[config.mk]
export PLATFORM = sky130hd
export DESIGN_NAME = alu_exec_unit_flat
export DESIGN_NICKNAME = d
export VERILOG_FILES = /design/src/rtl/alu_exec_unit_if.sv /design/src/rtl/alu_exec_unit.sv /design/src/flat_wrapper.sv
export SDC_FILE = /design/constraint.sdc
export NUM_CORES = 1
export LEC_CHECK = 0
export CAP_MARGIN = 20
export CELL_PAD_IN_SITES_DETAIL_PLACEMENT = 1
export CELL_PAD_IN_SITES_GLOBAL_PLACEMENT = 2
export CORE_AREA = 2 2 194 196
export DETAILED_ROUTE_END_ITERATION = 12
export DIE_AREA = 0 0 196 198
export GPL_TIMING_DRIVEN = 0
export PLACE_DENSITY = 0.83
export SYNTH_ARGS = -nofsm -noshare
export SYNTH_HDL_FRONTEND = slang
export SYNTH_SLANG_ARGS = --single-unit
[constraint.sdc]
create_clock -name clk -period 2.2 [get_ports clk]
set_input_delay 0.22 -clock clk [delete_from_list [all_inputs] [get_ports clk]]
set_output_delay 0.22 -clock clk [all_outputs]
set_load 0.03 [all_outputs]
[src/rtl/alu_exec_unit_if.sv]
// Request/response channel bundle for alu_exec_unit: issue-side request handshake,
// consumer-side response handshake and the unit's status outputs.
interface alu_exec_unit_if #(
    parameter int WORD_SIZE = 32,
    parameter int TAG_W     = 4
);
    logic                 req_valid;
    logic                 req_ready;
    logic [WORD_SIZE-1:0] req_in1;
    logic [WORD_SIZE-1:0] req_in2;
    logic [4:0]           req_func;
    logic [TAG_W-1:0]     req_tag;

    logic                 rsp_valid;
    logic                 rsp_ready;
    logic [WORD_SIZE-1:0] rsp_out;
    logic [TAG_W-1:0]     rsp_tag;
    logic                 rsp_err;

    logic                 busy;
    logic [15:0]          ops_done;

    modport master (
        output req_valid, req_in1, req_in2, req_func, req_tag, rsp_ready,
        input  req_ready, rsp_valid, rsp_out, rsp_tag, rsp_err, busy, ops_done
    );

    modport slave (
        input  req_valid, req_in1, req_in2, req_func, req_tag, rsp_ready,
        output req_ready, rsp_valid, rsp_out, rsp_tag, rsp_err, busy, ops_done
    );
endinterface

[src/rtl/alu_exec_unit.sv]
// Handshaked front-end for the combinational Alu: requests are evaluated on the accept
// edge and the tagged results are queued in an in-order response FIFO.
module alu_exec_unit #(
    parameter int WORD_SIZE = 32,
    parameter int DEPTH     = 4,
    parameter int TAG_W     = 4
) (
    input  logic           clk,
    input  logic           reset,
    alu_exec_unit_if.slave bus
);
    localparam int PTR_W = $clog2(DEPTH);
    localparam int CNT_W = PTR_W + 1;
    localparam logic [CNT_W-1:0] DEPTH_CNT = CNT_W'(DEPTH);

    // Function codes shared with the Alu; bit 4 marks the comparison group.
    localparam logic [4:0] FUNC_ADD  = 5'h00;
    localparam logic [4:0] FUNC_SUB  = 5'h01;
    localparam logic [4:0] FUNC_AND  = 5'h04;
    localparam logic [4:0] FUNC_XOR  = 5'h06;
    localparam logic [4:0] FUNC_MVHI = 5'h0B;
    localparam logic [4:0] FUNC_NAND = 5'h0C;
    localparam logic [4:0] FUNC_NOR  = 5'h0D;
    localparam logic [4:0] FUNC_XNOR = 5'h0E;
    localparam logic [4:0] FUNC_F    = 5'h10;
    localparam logic [4:0] FUNC_EQ   = 5'h11;

    typedef struct packed {
        logic [WORD_SIZE-1:0] out;
        logic [TAG_W-1:0]     tag;
        logic                 err;
    } entry_t;

    entry_t               mem [DEPTH];
    logic [PTR_W-1:0]     wr_ptr;
    logic [PTR_W-1:0]     rd_ptr;
    logic [CNT_W-1:0]     count;
    logic [15:0]          ops_cnt;
    logic                 req_ready_int;
    logic                 rsp_valid_int;
    logic                 push;
    logic                 pop;
    logic [WORD_SIZE-1:0] alu_out;
    logic                 alu_err;

    // MVHI places operand 2 in the upper half of the word; unsupported codes yield 0.
    always_comb begin
        alu_out = '0;
        alu_err = 1'b0;
        case (bus.req_func)
            FUNC_ADD:  alu_out = bus.req_in1 + bus.req_in2;
            FUNC_SUB:  alu_out = bus.req_in1 - bus.req_in2;
            FUNC_AND:  alu_out = bus.req_in1 & bus.req_in2;
            FUNC_XOR:  alu_out = bus.req_in1 ^ bus.req_in2;
            FUNC_NAND: alu_out = ~(bus.req_in1 & bus.req_in2);
            FUNC_NOR:  alu_out = ~(bus.req_in1 | bus.req_in2);
            FUNC_XNOR: alu_out = ~(bus.req_in1 ^ bus.req_in2);
            FUNC_MVHI: alu_out = bus.req_in2 << (WORD_SIZE / 2);
            FUNC_F:    alu_out = '0;
            FUNC_EQ:   alu_out = {{(WORD_SIZE-1){1'b0}}, (bus.req_in1 == bus.req_in2)};
            default:   alu_err = 1'b1;
        endcase
    end

    // Ready looks only at the registered count, so a full FIFO blocks even while popping.
    assign req_ready_int = !reset && (count < DEPTH_CNT);
    assign rsp_valid_int = !reset && (count != '0);
    assign push          = bus.req_valid && req_ready_int;
    assign pop           = rsp_valid_int && bus.rsp_ready;

    always_ff @(posedge clk or posedge reset) begin
        if (reset) begin
            wr_ptr  <= '0;
            rd_ptr  <= '0;
            count   <= '0;
            ops_cnt <= '0;
        end else begin
            if (push) begin
                wr_ptr <= wr_ptr + PTR_W'(1);
            end
            if (pop) begin
                rd_ptr  <= rd_ptr + PTR_W'(1);
                ops_cnt <= ops_cnt + 16'd1;
            end
            case ({push, pop})
                2'b10:   count <= count + CNT_W'(1);
                2'b01:   count <= count - CNT_W'(1);
                default: count <= count;
            endcase
        end
    end

    always_ff @(posedge clk) begin
        if (push) begin
            mem[wr_ptr] <= '{out: alu_out, tag: bus.req_tag, err: alu_err};
        end
    end

    assign bus.req_ready = req_ready_int;
    assign bus.rsp_valid = rsp_valid_int;
    assign bus.busy      = rsp_valid_int;
    assign bus.ops_done  = ops_cnt;
    assign bus.rsp_out   = rsp_valid_int ? mem[rd_ptr].out : '0;
    assign bus.rsp_tag   = rsp_valid_int ? mem[rd_ptr].tag : '0;
    assign bus.rsp_err   = rsp_valid_int ? mem[rd_ptr].err : 1'b0;
endmodule

[src/flat_wrapper.sv]
// flat-port wrapper written by rule: the top's interface ports become plain ports
module alu_exec_unit_flat 
#(
    parameter int WORD_SIZE = 32,
    parameter int DEPTH     = 4,
    parameter int TAG_W     = 4
)
  (clk, reset, bus_req_valid, bus_req_in1, bus_req_in2, bus_req_func, bus_req_tag, bus_rsp_ready, bus_req_ready, bus_rsp_valid, bus_rsp_out, bus_rsp_tag, bus_rsp_err, bus_busy, bus_ops_done);
  alu_exec_unit_if #(.WORD_SIZE(WORD_SIZE), .TAG_W(TAG_W)) bus_i ();
  input  logic clk;
  input  logic reset;
  input wire logic [$bits(bus_i.req_valid)-1:0] bus_req_valid;
  input wire logic [$bits(bus_i.req_in1)-1:0] bus_req_in1;
  input wire logic [$bits(bus_i.req_in2)-1:0] bus_req_in2;
  input wire logic [$bits(bus_i.req_func)-1:0] bus_req_func;
  input wire logic [$bits(bus_i.req_tag)-1:0] bus_req_tag;
  input wire logic [$bits(bus_i.rsp_ready)-1:0] bus_rsp_ready;
  output wire logic [$bits(bus_i.req_ready)-1:0] bus_req_ready;
  output wire logic [$bits(bus_i.rsp_valid)-1:0] bus_rsp_valid;
  output wire logic [$bits(bus_i.rsp_out)-1:0] bus_rsp_out;
  output wire logic [$bits(bus_i.rsp_tag)-1:0] bus_rsp_tag;
  output wire logic [$bits(bus_i.rsp_err)-1:0] bus_rsp_err;
  output wire logic [$bits(bus_i.busy)-1:0] bus_busy;
  output wire logic [$bits(bus_i.ops_done)-1:0] bus_ops_done;
  assign bus_i.req_valid = bus_req_valid;
  assign bus_i.req_in1 = bus_req_in1;
  assign bus_i.req_in2 = bus_req_in2;
  assign bus_i.req_func = bus_req_func;
  assign bus_i.req_tag = bus_req_tag;
  assign bus_i.rsp_ready = bus_rsp_ready;
  assign bus_req_ready = bus_i.req_ready;
  assign bus_rsp_valid = bus_i.rsp_valid;
  assign bus_rsp_out = bus_i.rsp_out;
  assign bus_rsp_tag = bus_i.rsp_tag;
  assign bus_rsp_err = bus_i.rsp_err;
  assign bus_busy = bus_i.busy;
  assign bus_ops_done = bus_i.ops_done;
  alu_exec_unit #(.WORD_SIZE(WORD_SIZE), .DEPTH(DEPTH), .TAG_W(TAG_W)) u_core (.clk(clk), .reset(reset), .bus(bus_i));
endmodule
## After elaboration in Yosys (flattened, before gate mapping)

Memories as Yosys holds them, arrays and structs flattened.
Cells that the tools add are included.

- Bits of input ports: 77
- Bits in registers: 23
- RAM bits: 148
- Memories: 1
- Word-level logic and storage cells: 48
- Output and inout port bits: 56

Memory list:

| name | words | width | read ports | clocked after memory_dff | write ports | line | text |
|---|---|---|---|---|---|---|---|
| u_core.mem | 4 | 37 | 1 | 0 | 1 | alu_exec_unit.sv:34 | `entry_t mem [DEPTH];` |

- Muxes and demuxes: 8
- Eq/ne operators: 12
- Add/subtract/negate cells: 7
- Magnitude comparators: 1
- Reduce and logical (&&, ||, !) cells: 9
- Bitwise logic cells: 6

Operators by type and width:

| cell | number |
|---|---|
| 32-bit case mux with 9 select lines | 1 |
| 32-bit NOT | 3 |
| 32-bit adder | 1 |
| 32-bit bitwise AND | 1 |
| 32-bit equality test | 1 |
| 32-bit two-way mux | 1 |
| 32-bit bitwise OR | 1 |
| 32-bit subtractor | 1 |
| 32-bit XOR | 1 |
| 5-bit by 4-bit equality test with 1-bit output (second input constant) | 4 |
| 16-bit by 1-bit adder with 16-bit output (second input constant) | 1 |
| 5-bit by 3-bit equality test with 1-bit output (second input constant) | 2 |
| 5-bit equality test (second input constant) | 2 |
| 10-bit OR reduction | 1 |
| 3-bit case mux with 2 select lines | 1 |
| 5-bit by 1-bit equality test with 1-bit output (second input constant) | 1 |
| 5-bit logical NOT | 1 |
| 2-bit by 1-bit adder with 2-bit output (second input constant) | 2 |
| 1-bit logical AND | 4 |
| 1-bit two-way mux | 4 |
| 4-bit two-way mux | 1 |
| 3-bit by 1-bit adder with 3-bit output (second input constant) | 1 |
| 3-bit less-than comparator (second input constant) | 1 |
| 3-bit nonzero test | 1 |
| 5 further kinds | 5 |

## Logic depth before layout (Yosys ltp)

Gate-level depths: netlist of run 1.

- Word-level depth: 5
- Depth in mapped cells: 13
- Depth with buffers taken out: 13

## Least setup slack after synthesis of run 1

Ideal clock, no wire load.

- Path kind: input -> register
- Start point: in bus_req_in2[0]
- End point: mem u_core.mem[0][33] (netlist bit) (data pin)
- Stages: 11
- Path slack: -1.120 ns
- Path buffers: 0
- Data required time: 1.928 ns
- Library setup time: 0.272 ns
- Arrival: 3.048 ns
- Cells stage by stage: ha_1 -> fa_1 -> a211o_1 -> a21oi_2 -> a2111oi_4 -> a311oi_4 -> o21ai_2 -> a311o_1 -> a21oi_1 -> mux2_1 -> a221o_1

- Longest elaborated chain between the ends: 2
- Elaborated cells between the ends (all ways): 3
- Those cells by class: add/sub: 2; mux: 1

Ends and longest elaborated chain:

| element | line | text |
|---|---|---|
| start: declaration | flat_wrapper.sv:14 | `input wire logic [$bits(bus_i.req_in2)-1:0] bus_req_in2;` |
| 32-bit subtractor / 32-bit adder (equally long branches) | alu_exec_unit.sv:52, alu_exec_unit.sv:51 |  |
| 32-bit case mux with 9 select lines * | alu_exec_unit.sv:50 | `case (bus.req_func)` |
| named net u_core.alu_out[28] | alu_exec_unit.sv:43 | `logic [WORD_SIZE-1:0] alu_out;` |
| end: declaration | alu_exec_unit.sv:34 |  |

The timed path passes the listed nets; every way through them passes the cells marked *.

## Final worst setup path of run 1

- Start point: in bus_req_in2[0]
- End point: mem u_core.mem[3][33] (netlist bit) (data pin)

Same word-level chain as after synthesis.

==> reports/metrics.cfg, run 1 <==
[run_status]
status = finished, violations left
violations = negative setup slack

[route]
first_iter_violations = 710
vias = 11400
wl_per_cell_um = 24.92
via_per_inst = 5.733
drc_errors = 0
ant_nets = 0
wirelength_um = 49550
drtPass1Iterations = 5

[logic_synthesis]
synth_edf_count = 148
ys_ff_latch = 171
synth_compound_area_share_pct = 18.40
synth_xor_area_share_pct = 1.702
synth.avg_cell_area_um2 = 10.18
ys.warnings.count = 0
synth-async-reset-ratio_pct = 13.45
syn_inst = 1213
synth_seq_area_share_pct = 40.66
synth-adder-area-share_pct = 10.72
synth_mux_area_share_pct = 7.844
synth_top_family_by_area = compound AO/OA/AOI/OAI gates
synth_cell_types = 83
yosys.area_share.simple_pct = 15.31
synthFlopType = edfxtp_1
synth_area_mm2 = 0.01235
synthesis.nets = 1394

[floorplanning]
num_io_pins = 133
fp.dieW_um = 196
initial_core_util_pct = 33.41
core_area_mm2 = 0.03696
dieArea_mm2 = 0.03881
rows = 71
die_h_um = 198

[pwr]
leakagePower_nw = 7.271
vdd_drop_max_mv = 0.6131
power.density_mw_per_mm2 = 773.4
clkPwrFrac_pct = 21.8
p_switching_w = 0.005086
internal_power_w = 0.009128
power_frac_comb_pct = 49.2
sequentialPowerShare_pct = 29.0
switching_share_pct = 35.78

[clocking]
cts_tree = built
worstSkewPairLatency_ps = 420
cts-buffers-inserted = 17
cts_max_level = 4
cts_root_buf = clkbuf_16
clock-sinks = 171
clkTransAtPathRegs_ps = 70
clock_path_buffers = 2

[critical_path]
cp.arrival_ps = 3340
cp.required_ps = 2340
start_kind = input pin
worstPathMaxFanout = 4
end_kind = flip-flop
path_class = in2reg
critPathBufInv = 1
path_cells = buf_12, ha_4, fa_2, a211o_1, a21oi_4, a2111oi_4, a311oi_4, o21ai_2, a311o_1, a21oi_2, mux2_4, a221o_1
crit_path_top_delay_cell = a221o_1
max_stage_delay_ps = 410
critPathTopFamily = compound AO/OA/AOI/OAI gates

[final_layout]
layout-drive-gt1-share_pct = 43.19
fillers = 3852
layout.nets = 1680
syn_to_final_growth_pct = 48.86
final_area_mm2 = 0.01838
fin_util_pct = 49.74

[global_routing]
grt_max_degree = 38
grt_pass1_wl_um = 71800
grt_pass1_vias = 11690
grt_overflow = 0
gr-usage-all-layers_pct = 24.77
antenna_found_initial = 3

[timing]
clock-skew-final_ps = 8.757
slew_headroom_pct = 30.48
grt_setup_unrepaired = true
max_freq_mhz = 312.8
fin_crit_sh_pct = 145.3
setup_viol = 136
hold_viol_final = 0
period_needed_ps = 3197
drv_slew = 0
worst_slew_pin_slew_ps = 1043
setup_slack_ps = -996.8

[flow_run]
drv_cap = 0

[placement]
port_buffers = 129
hpwl_um = 34300
place_area_mm2 = 0.01468
routabilityCongestion = 0.9166

[hold_path]
hold_path_class = in2async

==> stage by stage <==
step	total power [W]	setup WS, ps	hold WS [ps]	cells	setup TNS [ps]
after global routing	0.01479	-990.7	413.0	1988	-47270
after global placement	0.009079	-2249	459.4	1816	-250150
after CTS	0.01300	-1022	369.0	1932	-39330
after floorplan	0.007401	-901.8	221.9	1213	-22620
after detailed placement	0.009202	-2410	493.3	1816	-265840
final	0.01421	-996.8	366.0	1988	-40720
==> layout make-up <==
cell class	instances	area, um2	share of cell area (%)
multi-input combinational	877	8371	45.54
sequential	171	5020	27.31
timing repair buffer	281	2785	15.15
tap	474	593.1	3.227
buffer	53	506.7	2.757
inverter	98	493.0	2.682
clock buffer	18	429.2	2.335
clock inverter	14	177.7	0.9666
antenna	2	5.005	0.02723
==> power by group through the flow <==
stage / logic [W] / clock network (W) / registers [W]
floorplan: 0.00320 / 0 / 0.00420
global route: 0.00741 / 0.00323 / 0.00415
CTS: 0.00580 / 0.00310 / 0.00411
detailed placement: 0.00503 / 0 / 0.00417
finish: 0.00700 / 0.00309 / 0.00412
global placement: 0.00494 / 0 / 0.00414
==> state kept, by name, indices dropped and copies added (netlist names) <==
register and flops:
u_core.bus.ops_done 16, u_core.mem 148, u_core.rd_ptr 2, u_core.wr_ptr 2, u_core.count 3
==> cell usage in the layout, fill, tap and decap left out, types with 14 or more instances in the layout <==
cell	netlist	routed
a21o_1	16	16
a21oi_1	68	49
a21oi_2	3	19
a221o_1	18	18
and2_4	0	40
buf_12	0	14
buf_4	3	117
buf_6	3	90
clkbuf_16	0	21
clkbuf_2	0	19
clkdlybuf4s50_1	0	40
dfrtp_1	23	23
edfxtp_1	148	148
ha_1	101	69
ha_4	0	30
inv_1	96	53
inv_2	2	24
mux4_2	37	37
nand2_1	82	77
nand3_1	24	15
nand4_1	15	15
nor2_1	95	81
nor3_1	45	25
o21ai_0	72	48
o21ai_2	2	14
xnor2_1	15	15
==> timing repair <==
item | CTS | global route
buffers inserted | 91 | 67
pin swaps | 104 | 109
resized for setup | 749 | 284
endpoints found under the setup margin | 173 | 271
hold buffers | 0 | 0
cloned | 1 | 4
==> kinds of logic after synthesis <==
family          after synthesis
flops                       171
simple gates                381
xor+xnor                     24
buf+inv                     165
fa+ha+maj                   104
compound gates              318
mux                          50
==> worst reg2reg max path, delay by kind of cell (launching register included) <==
| family | cells | cell delay [ps] |
|---|---|---|
| buf+inv | 1 | 140 |
| fa+ha+maj | 1 | 160 |
| simple gates | 1 | 850 |
| flops | 1 | 400 |
==> final timing paths <==
check                                  from                 endpoint  slack, ps  cells after the start
min                                   reset          u_core.count[2]        370                      2
min in group clk             bus_req_in1[9]        u_core.mem[1][14]        400                      5
max                          bus_req_in2[0]        u_core.mem[3][33]      -1000                     12
max in group asynchronous             reset  u_core.bus.ops_done[10]       1290                      2
max reg2reg                u_core.wr_ptr[0]         u_core.mem[2][1]        210                      3
min reg2reg                 u_core.count[0]          u_core.count[0]        500                      1
==> cell usage after synthesis, drive strengths merged, types with 14 or more instances <==
cell type	number	area, um2
mux4	37	833.3
nor2	95	356.6
edfxtp	148	4444
ha	101	1264
xnor2	15	131.4
a221oi	17	166.4
buf	23	128.9
nor3	45	225.2
a21oi	72	382.9
a21o	16	120.1
or3	14	87.58
nand4	15	93.84
nand2b	14	87.58
clkbuf	44	165.2
nand2	82	307.8
a221o	18	180.2
o21ai	75	382.9
nand3	24	120.1
dfrtp	23	575.6
o21bai	15	112.6
inv	98	367.9
and2	45	281.5
==> routing by layer <==
layer	GRT usage (%)	routed length, um
met4	12.68	2309
met2	40.81	23710
met1	32.29	20960
met3	2.879	2573
met5	0	0
Power figures use the tool's default switching activity.
==> inputs of run 2 (changes only) <==
--- a/config.mk
+++ b/config.mk
@@ -8,11 +8,12 @@
 export CAP_MARGIN = 20
 export CELL_PAD_IN_SITES_DETAIL_PLACEMENT = 1
 export CELL_PAD_IN_SITES_GLOBAL_PLACEMENT = 2
-export CORE_AREA = 2 2 194 196
+export CORE_AREA = 2 2 185 205
 export DETAILED_ROUTE_END_ITERATION = 12
-export DIE_AREA = 0 0 196 198
+export DIE_AREA = 0 0 187 207
 export GPL_TIMING_DRIVEN = 0
 export PLACE_DENSITY = 0.83
 export SYNTH_ARGS = -nofsm -noshare
 export SYNTH_HDL_FRONTEND = slang
 export SYNTH_SLANG_ARGS = --single-unit
+export TNS_END_PERCENT = 30
==> reports/metrics.cfg, run 2 (synthesized netlist as in run 1, its figures left out) <==
[run_status]
status = finished, violations left  ; unchanged
violations = negative setup slack  ; unchanged

[route]
drtPass1Iterations = 7  ; was 5
vias = 11030  ; was 11.40k
via_per_inst = 5.653  ; was 5.733
wl_per_cell_um = 23.44  ; was 24.92 um
first_iter_violations = 854  ; was 710
ant_nets = 0  ; unchanged
drc_errors = 0  ; unchanged
wirelength_um = 45730  ; was 49550 um

[critical_path]
cp.required_ps = 2350  ; was 2340 ps
crit_path_top_delay_cell = a221o_1  ; unchanged
critPathTopFamily = compound AO/OA/AOI/OAI gates  ; unchanged
path_class = in2reg  ; unchanged
end_kind = flip-flop  ; unchanged
path_cells = buf_12, ha_4, fa_2, a211o_1, a21oi_4, a2111oi_4, a311oi_4, o21ai_2, a311o_1, a21oi_2, mux2_4, a221o_1  ; unchanged
start_kind = input pin  ; unchanged
max_stage_delay_ps = 400  ; was 410 ps
worstPathMaxFanout = 4  ; unchanged
cp.arrival_ps = 3270  ; was 3340 ps
critPathBufInv = 1  ; unchanged

[clocking]
cts_tree = built  ; unchanged
cts-buffers-inserted = 17  ; unchanged
clkTransAtPathRegs_ps = 70  ; about the same
clock_path_buffers = 2  ; unchanged
worstSkewPairLatency_ps = 440  ; was 420 ps
cts_max_level = 4  ; unchanged
clock-sinks = 171  ; unchanged
cts_root_buf = clkbuf_16  ; unchanged

[pwr]
vdd_drop_max_mv = 0.6359  ; was 0.6131 mV
power.density_mw_per_mm2 = 736.5  ; was 773.4 mW/mm2
leakagePower_nw = 6.639  ; was 7.271 nW

[global_routing]
grt_pass1_vias = 11330  ; was 11.69k
gr-usage-all-layers_pct = 22.89  ; was 24.77%
antenna_found_initial = 2  ; was 3
grt_overflow = 0  ; unchanged
grt_pass1_wl_um = 67760  ; was 71800 um
grt_max_degree = 27  ; was 38

[timing]
drv_slew = 0  ; unchanged
hold_viol_final = 0  ; unchanged
worst_slew_pin_slew_ps = 890.9  ; was 1043 ps
period_needed_ps = 3119  ; was 3197 ps
max_freq_mhz = 320.6  ; was 312.8 MHz
slew_headroom_pct = 40.54  ; was 30.48%
clock-skew-final_ps = 10.83  ; was 8.757 ps
setup_viol = 159  ; was 136
hold_ws_ps = 332.9  ; was 366.0 ps
fin_crit_sh_pct = 141.8  ; was 145.3%
grt_setup_unrepaired = true  ; unchanged
setup_tns_ps = -52690  ; was -40720 ps
setup_slack_ps = -919.3  ; was -996.8 ps

[final_layout]
syn_to_final_growth_pct = 38.10  ; was 48.86%
layout-drive-gt1-share_pct = 32.53  ; was 43.19%
final_area_mm2 = 0.01705  ; was 0.01838 mm2
largest_reg_flops = 148  ; unchanged
layout.nets = 1622  ; was 1680
largest_register = u_core.mem  ; unchanged
final_common_cell = edfxtp_1  ; unchanged
final_cell_mix = 148 x edfxtp_1, 87 x buf_4, 86 x nor2_1, 77 x nand2_1, 70 x ha_1  ; was 148 x edfxtp_1, 117 x buf_4, 90 x buf_6, 81 x nor2_1, 77 x nand2_1

[floorplanning]
num_io_pins = 133  ; unchanged
fp.dieW_um = 187  ; was 196 um
dieArea_mm2 = 0.03871  ; was 0.03881 mm2
core_area_mm2 = 0.03676  ; was 0.03696 mm2
rows = 74  ; was 71
die_h_um = 207  ; was 198 um
initial_core_util_pct = 33.59  ; was 33.41%

[placement]
hpwl_um = 34320  ; was 34300 um
dp_slack_ps = -2277  ; was -2410 ps
port_buffers = 129  ; unchanged
place_area_mm2 = 0.01479  ; was 0.01468 mm2
routabilityCongestion = 0.9206  ; was 0.9166

[hold_path]
hold_path_class = in2reg  ; was in2async

[flow_run]
drv_cap = 0  ; unchanged

[run 2: path summary, 6_finish.rpt]
path	cells after the start	startpoint	endpoint	slack, ps
min in group asynchronous	2	reset	u_core.rd_ptr[0]	350
max in group asynchronous	2	reset	u_core.bus.ops_done[6]	1300
worst min-delay path	3	bus_req_in2[0]	u_core.mem[1][21]	330
worst max register to register	10	u_core.count[0]	u_core.count[2]	-110
worst min register to register	1	u_core.bus.ops_done[15]	u_core.bus.ops_done[15]	480
worst max-delay path	12	bus_req_in2[0]	u_core.mem[2][33]	-920
[run 2: area by class of cell]
| type | count | area [um2] |
|---|---|---|
| multi-input combinational | 877 | 7879 |
| antenna | 3 | 7.507 |
| inverter | 98 | 450.4 |
| fill | 4041 | 19710 |
| sequential | 171 | 5020 |
| clock buffer | 18 | 450.4 |
| buffer | 60 | 510.5 |
| timing repair buffer | 216 | 1976 |
| tap | 494 | 618.1 |
| clock inverter | 14 | 140.1 |
[run 2: power breakdown]
part	internal [W]	switching, W	total [W]
clock	0.00158	0.00136	0.00295
sequential	0.00393	0.000164	0.00409
combinational	0.00243	0.00309	0.00552
[run 2: metrics by stage]
step | util (%) | total power [W] | std cells
after global placement | 39.96 | 0.009042 | 1836
after CTS | 44.29 | 0.01237 | 1906
after global routing | 46.38 | 0.01312 | 1950
after detailed placement | 40.23 | 0.009210 | 1841
final | 46.39 | 0.01256 | 1951
after floorplan | - | 0.007401 | 1213
[run 2: worst register-to-register path, delay by kind of cell (launching register included)]
family	cells	cell delay, ps
xor+xnor	2	310
fa+ha+maj	2	630
buf+inv	2	400
flops	1	400
simple gates	4	510
[run 2: timing repair]
action | in CTS | in global routing
setup buffers | 35 | 48
pin swaps | 55 | 64
hold buffers | 0 | 0
gates resized for setup | 404 | 155
endpoints found under the setup margin | 171 | 172
[run 2: layer usage]
layer  global-route usage [%]  vias up  part of all wire, %  wire length (um)
met4                    11.38        0                  4.5              2080
met3                    2.660       98                  5.0              2265
met1                    29.34     5565                   42             19340
li1                         -     4982                    -                 -
met2                    38.32      384                   48             22050
met5                        0        -                    0                 0
